--- src/rtl/instr_fetch_unit.sv ---
// rtl/instr_fetch_unit.sv - single-outstanding instruction fetch stage with PC, redirect and timeout
module instr_fetch_unit #(
    parameter int unsigned     XLEN     = 32,
    parameter logic [XLEN-1:0] RESET_PC = '0,
    parameter int unsigned     TIMEOUT  = 16
) (
    input  logic            clk,
    input  logic            rst_n,
    output logic            imem_req,
    output logic [XLEN-1:0] imem_addr,
    input  logic            imem_gnt,
    input  logic            imem_rvalid,
    input  logic [31:0]     imem_rdata,
    output logic            instr_valid,
    input  logic            instr_ready,
    output logic [31:0]     instr,
    output logic [6:0]      op,
    output logic [2:0]      funct3,
    output logic [6:0]      funct7,
    output logic [XLEN-1:0] pc,
    output logic [XLEN-1:0] pc_plus4,
    input  logic [1:0]      pc_src,
    input  logic [XLEN-1:0] pc_target,
    input  logic [XLEN-1:0] alu_result,
    input  logic            flush,
    input  logic [XLEN-1:0] flush_pc,
    output logic            fetch_err
);

    typedef enum logic [1:0] {
        S_FETCH,
        S_WAIT,
        S_VALID,
        S_HALT
    } state_t;

    localparam logic [XLEN-1:0] PC_INC   = XLEN'(4);
    localparam logic [XLEN-1:0] JALR_MSK = ~XLEN'(1);
    localparam logic [7:0]      CNT_LAST = 8'(TIMEOUT - 1);
    localparam logic [31:0]     NOP      = 32'h0000_0013;

    state_t          state_q, state_d;
    logic [XLEN-1:0] pc_q, pc_d;
    logic [31:0]     instr_q, instr_d;
    logic [7:0]      cnt_q, cnt_d;
    logic            drop_q, drop_d;
    logic            err_q, err_d;
    // live_q keeps imem_req low during reset and for the first cycle after it
    logic            live_q, live_d;
    logic [XLEN-1:0] next_pc;

    assign imem_req    = live_q && (state_q == S_FETCH) && !drop_q;
    assign imem_addr   = pc_q;
    assign instr_valid = (state_q == S_VALID);
    assign instr       = instr_q;
    assign op          = instr_q[6:0];
    assign funct3      = instr_q[14:12];
    assign funct7      = instr_q[31:25];
    assign pc          = pc_q;
    assign pc_plus4    = pc_q + PC_INC;
    assign fetch_err   = err_q;

    // Next-PC select applied at retire; code 11 behaves as sequential
    always_comb begin
        next_pc = pc_plus4;
        case (pc_src)
            2'b01:   next_pc = pc_target;
            2'b10:   next_pc = alu_result & JALR_MSK;
            default: next_pc = pc_plus4;
        endcase
    end

    // Fetch FSM next state; flush is applied last so it overrides every other update
    always_comb begin
        state_d = state_q;
        pc_d    = pc_q;
        instr_d = instr_q;
        cnt_d   = cnt_q;
        drop_d  = drop_q;
        err_d   = err_q;
        live_d  = 1'b1;

        // the response owed to an abandoned request retires the drop flag
        if (drop_q && imem_rvalid) begin
            drop_d = 1'b0;
        end

        case (state_q)
            S_FETCH: begin
                if (imem_req && imem_gnt) begin
                    state_d = S_WAIT;
                    cnt_d   = '0;
                end
            end
            S_WAIT: begin
                cnt_d = cnt_q + 8'd1;
                if (imem_rvalid) begin
                    instr_d = imem_rdata;
                    state_d = S_VALID;
                end else if (cnt_q == CNT_LAST) begin
                    err_d   = 1'b1;
                    state_d = S_HALT;
                end
            end
            S_VALID: begin
                if (instr_ready) begin
                    pc_d = next_pc;
                    if (next_pc[1:0] != 2'b00) begin
                        err_d   = 1'b1;
                        state_d = S_HALT;
                    end else begin
                        state_d = S_FETCH;
                    end
                end
            end
            default: begin
                state_d = S_HALT;
            end
        endcase

        if (flush) begin
            state_d = S_FETCH;
            pc_d    = flush_pc;
            instr_d = instr_q;
            cnt_d   = '0;
            err_d   = (flush_pc[1:0] == 2'b00) ? 1'b0 : err_q;
            // a granted request whose data has not arrived must have its response swallowed
            if ((state_q == S_WAIT && !imem_rvalid) || (imem_req && imem_gnt)) begin
                drop_d = 1'b1;
            end
        end
    end

    // State register with asynchronous active-low reset
    always_ff @(posedge clk or negedge rst_n) begin
        if (!rst_n) begin
            state_q <= S_FETCH;
            pc_q    <= RESET_PC;
            instr_q <= NOP;
            cnt_q   <= '0;
            drop_q  <= 1'b0;
            err_q   <= 1'b0;
            live_q  <= 1'b0;
        end else begin
            state_q <= state_d;
            pc_q    <= pc_d;
            instr_q <= instr_d;
            cnt_q   <= cnt_d;
            drop_q  <= drop_d;
            err_q   <= err_d;
            live_q  <= live_d;
        end
    end

endmodule

--- config.mk ---
export PLATFORM = sky130hd
export DESIGN_NAME = instr_fetch_unit
export DESIGN_NICKNAME = d
export VERILOG_FILES = /design/src/rtl/instr_fetch_unit.sv
export SDC_FILE = /design/constraint.sdc
export NUM_CORES = 1
export LEC_CHECK = 0
export CORE_ASPECT_RATIO = 0.5
export CORE_MARGIN = 5
export CORE_UTILIZATION = 30
export CTS_CLUSTER_DIAMETER = 100
export DETAILED_ROUTE_END_ITERATION = 16
export MAX_ROUTING_LAYER = met4
export PLACE_DENSITY = 0.65
export SETUP_SLACK_MARGIN = 0.2
export SLEW_MARGIN = 5
export SYNTH_ARGS = -nofsm -noshare
export SYNTH_HDL_FRONTEND = slang
export SYNTH_SLANG_ARGS = --single-unit
--- constraint.sdc ---
create_clock -name clk -period 2.6 [get_ports clk]
set_input_delay 0.78 -clock clk [delete_from_list [all_inputs] [get_ports clk]]
set_output_delay 0.78 -clock clk [all_outputs]
set_load 0.005 [all_outputs]
; ---- Word level (Yosys, flattened, before mapping)
; Index checks and enable logic that the tools add are counted.
[word_totals]
ff_bits = 77
in_bits = 136
out_inout_bits = 148
word_cells = 66
[op_classes]
add_sub_neg = 2
eq_ne = 12
mux = 24
bitwise_logic = 1
n_reduce_logical = 20
[ops]
columns = op, n
row1 = $mux W32, 3
row2 = $pmux W32 S2, 1
row3 = $add A32 B3 Y32 const B, 1
row4 = $mux W8, 2
row5 = $pmux W8 S2, 1
row6 = $mux W2, 6
row7 = $mux W1, 9
row8 = $add A8 B1 Y8 const B, 1
row9 = $eq A8 B4 Y1 const B, 1
row10 = $ne A3 B1 Y1 const B, 2
row11 = $ne A3 B3 Y1 const B, 2
row12 = $pmux W2 S3, 1
row13 = $reduce_and A3 Y1, 2
row14 = $reduce_and A6 Y1, 1
row15 = $reduce_bool A2 Y1, 3
row16 = $reduce_bool A3 Y1, 2
row17 = $logic_and A1 B1 Y1, 5
row18 = $eq A2 B1 Y1 const B, 2
row19 = $eq A2 B2 Y1 const B, 2
row20 = $logic_not A2 Y1, 2
row21 = $ne A4 B4 Y1 const B, 1
row22 = $reduce_and A2 Y1, 2
row23 = $ne A3 B2 Y1 const B, 1
row24 = $logic_not A1 Y1, 2
row25 = other kinds (4), 4

; ---- Longest topological paths before layout
[depth]
ltp_word = 7
ltp_mapped = 9
depth_no_buf = 7

; ---- Worst setup path before layout
; OpenSTA, ideal clock, no wires.
[synth_timing]
path_type = register to output
from = reg pc_q[2] (netlist: imem_addr[2])
to = out pc_plus4[22]
arrival_time_ns = 1.833
required_time_ns = 1.820
path_slack_ns = -0.013
path_stages_with_launch = 6
n_path_buf = 0
path_cell_list = dfrtp_1 ha_1 nand3_2 or3_4 nor4_4 xor2_1
[synth_between]
elab_chain_len = 1
[synth_lines]
columns = element, line_no
row1 = from (decl), 43  ; logic [XLEN-1:0] pc_q, pc_d;
row2 = from (signal assigned), 146  ; pc_q <= pc_d;
row3 = $add A32 B3 Y32, 60  ; assign pc_plus4 = pc_q + PC_INC;
row4 = to (decl), 21  ; output logic [XLEN-1:0] pc_plus4,
; Every way passes these cells.

; ---- Worst setup path in the final report
[layout_timing]
from = reg pc_q[5] (netlist: imem_addr[5])
to = out pc_plus4[21]
; Same word-level chain as after synthesis.

==> results.toml <==
[run_status]
outcome = "finished with violations"
violations = "setup timing"

[routing]
vias_per_cell = 5.08
wl_met1_microns = 9820
antenna_left = 0
drt-wirelength-per-cell_microns = 19.5
met2_length_microns = 11700
num_vias = 5970
dr.max_layer_used = "met4"
initialDrtViolationCount = 417
finalWirelength_microns = 22900
wl_met3_microns = 909
post-route-drc-count = 0
dr.pass1.iters = 5

[die]
io_pins = 284
coreArea_sq_mm = 0.0173
fp-row-count = 34
initial_core_util_pct = 30.4
die_h_microns = 104
die_area_sq_mm = 0.0205
fp.dieW_microns = 197

[synthesis]
syn_nets = 728
netlist.area_leader.share_pct = 35.2
synth_warnings = 0
synth_area_leader_cell = "dfrtp_1"
synthCells = 588
synth_area_leaders = "dfrtp_1, buf_4, mux2_2, o21ai_0, nand2_1"
synth_edf_count = 0
syn_area_sq_mm = 0.00527
synth_ff_type = "dfrtp_1"
yosysMostFrequentCell = "dfrtp_1"
synth_async_sr_flop_share_pct = 100
synth_common_cells = "dfrtp_1, buf_4, nand2_1"
yosysUniqueCellTypes = 59
ys_seq_area_share_pct = 36.7
synth-seq-cells = 77
avgSynthCellArea_sq_um = 8.95

[worst_setup_path]
endpoint_kind = "primary output"
worstSetupPathType = "flip-flop to primary output"
path_max_fanout = 4
critPathRequiredTime_ps = 1820
cp.arrival_ps = 2070
critPathLaunchType = "flip-flop"

[timing]
slew_viol_final = 0
clock_skew_ps = 3.75
finalHoldViolCount = 0
max_freq_mhz = 351
finalCriticalPeriod_ps = 2850
period_share_pct = 109
rsz0062_at_grt = "true"
fin_ws_ps = -246
setup_viol = 21

[global_route]
grt_overflow_total = 0
grt_usage_pct = 21.9
grt_max_degree = 51
grt_pass1_wl_microns = 34900
grt_pass1_vias = 6067
antenna_found_initial = 1

[flow_run]
maxCapViolCount = 0

[final_layout]
nNetsFinal = 1075
fillers = 1505
area_growth_syn_to_layout_pct = 83.9
stdcell_count = 1175
final_layout_size_suffix_gt1_share_pct = 29.7

[power_and_ir_drop]
ir_drop_mv = 0.372
finalPower_uw = 4900
power.density_mw_per_mm2 = 506
leakagePower_uw = 0.00418

[placement]
hpwl_microns = 17300
gp_congestion = 0.888
dp_cells = 1121
port-buffer-count = 282

[clock_network]
clock_latency_ps = 330
cts.hold.buffers_added = 0
cts_made_buffers = 9
cts.reportedPaths.clkPinSlew_ps = 60
htreeDepth = 3
root_buffer = "clkbuf_16"
cts_num_sinks = 77
clock_path_buffers = 2
cts_tree = "built"

[min_path]
hp-class = "primary input to async pin"
[area by class of cell]
type                    instances  area (sq um)  area share (%)
flip-flops and latches         77          1930            20.0
repair buffers                432          4090            42.2
multi-input cells             404          3040            31.4
clock inverters                 6          63.8           0.659
clock buffers                  10           229            2.36
well taps                     234           293            3.02
inverters                      11          41.3           0.426
diodes                          1          2.50          0.0258
[state kept, by name (all words and copies together) (netlist names)]
name and cells:
imem_addr 32, state_q 2, cnt_q 8, live_q 1, fetch_err 1, instr 32
drop_q 1
[cell families (layout without fill, tap and decap cells)]
logic type      Yosys count  count (layout)  synth area share (%)
compound gates          165             165                  21.3
xor+xnor                 29              29                  4.82
fa+ha+maj                 4               4                 0.951
buf+inv                 107             459                  11.7
flops                    77              77                  36.7
mux                      35              35                  7.41
other cells               1               2                0.0712
simple gates            170             170                  17.1
[what timing repair did]
item,CTS,global route
gates resized for setup,167,32
pin swaps,44,19
setup buffers,27,10
setup endpoints to repair,34,45
[final timing paths]
| path | end | slack, ps | from | depth (start not counted) |
|---|---|---|---|---|
| setup / recovery | pc_plus4[21] | -250 | imem_addr[5] | 8 |
| hold / removal | instr[15] | 360 | rst_n | 1 |
| setup reg to reg | imem_addr[22] | 500 | imem_addr[6] | 9 |
| hold reg to reg | instr[8] | 490 | instr[8] | 1 |
| max in group asynchronous | instr[4] | 1570 | rst_n | 2 |
| min in group clk | instr[8] | 490 | instr[8] | 1 |
[cell usage in the layout (no fill, tap or decap), types with 7 or more instances in the layout]
cell type,netlist,final
clkdlybuf4s50_1,0,246
buf_4,51,112
dfrtp_1,74,72
nand2_1,43,38
o21ai_0,38,38
nor2_1,41,35
mux2_2,31,31
a21oi_1,29,29
buf_2,9,26
buf_6,1,25
a221oi_1,16,16
nor3_1,17,16
a211oi_1,15,15
buf_12,0,14
nand4_1,12,12
inv_1,11,11
nand3_1,12,10
xor2_1,11,10
xnor2_2,0,9
xnor2_1,18,9
and3_1,12,9
a22oi_1,10,9
clkbuf_16,0,9
o211ai_1,8,8
a31oi_1,8,8
o31ai_1,7,7
[power by group]
part	switching [uW]	leakage (uW)	internal (uW)
Clock	521	0.000138	742
Combinational	740	0.00310	1290
Sequential	166	0.000942	1440
[per-layer routing]
metal | vias up | global-route usage [%]
li1 | 2810 | -
met1 | 2935 | 28.0
met2 | 189 | 36.7
met3 | 36 | 3.41
met4 | 0 | 4.95
met5 | - | -
[per-stage QoR]
stage	setup TNS [ps]	instance area (sq um)	util, %	setup WS (ps)	hold slack (ps)
finish	-3030	9680	55.9	-246	363
global route	-5020	9680	55.9	-365	384
CTS	-2030	9480	54.7	-203	367
detailed placement	-5070	8790	50.8	-230	480
global placement	-4780	8790	50.8	-198	470
floorplan	0	5290	-	209	442
[worst max-delay path: stages (launching register included)]
cell     delay [ps]
dfrtp_1         410
buf_6           120
nand4_1         150
nor3_2          230
buf_4           190
buf_6           120
nand4_1         140
xnor2_1         210
buf_2           150
Note: power is estimated with default switching activity, not from simulation.
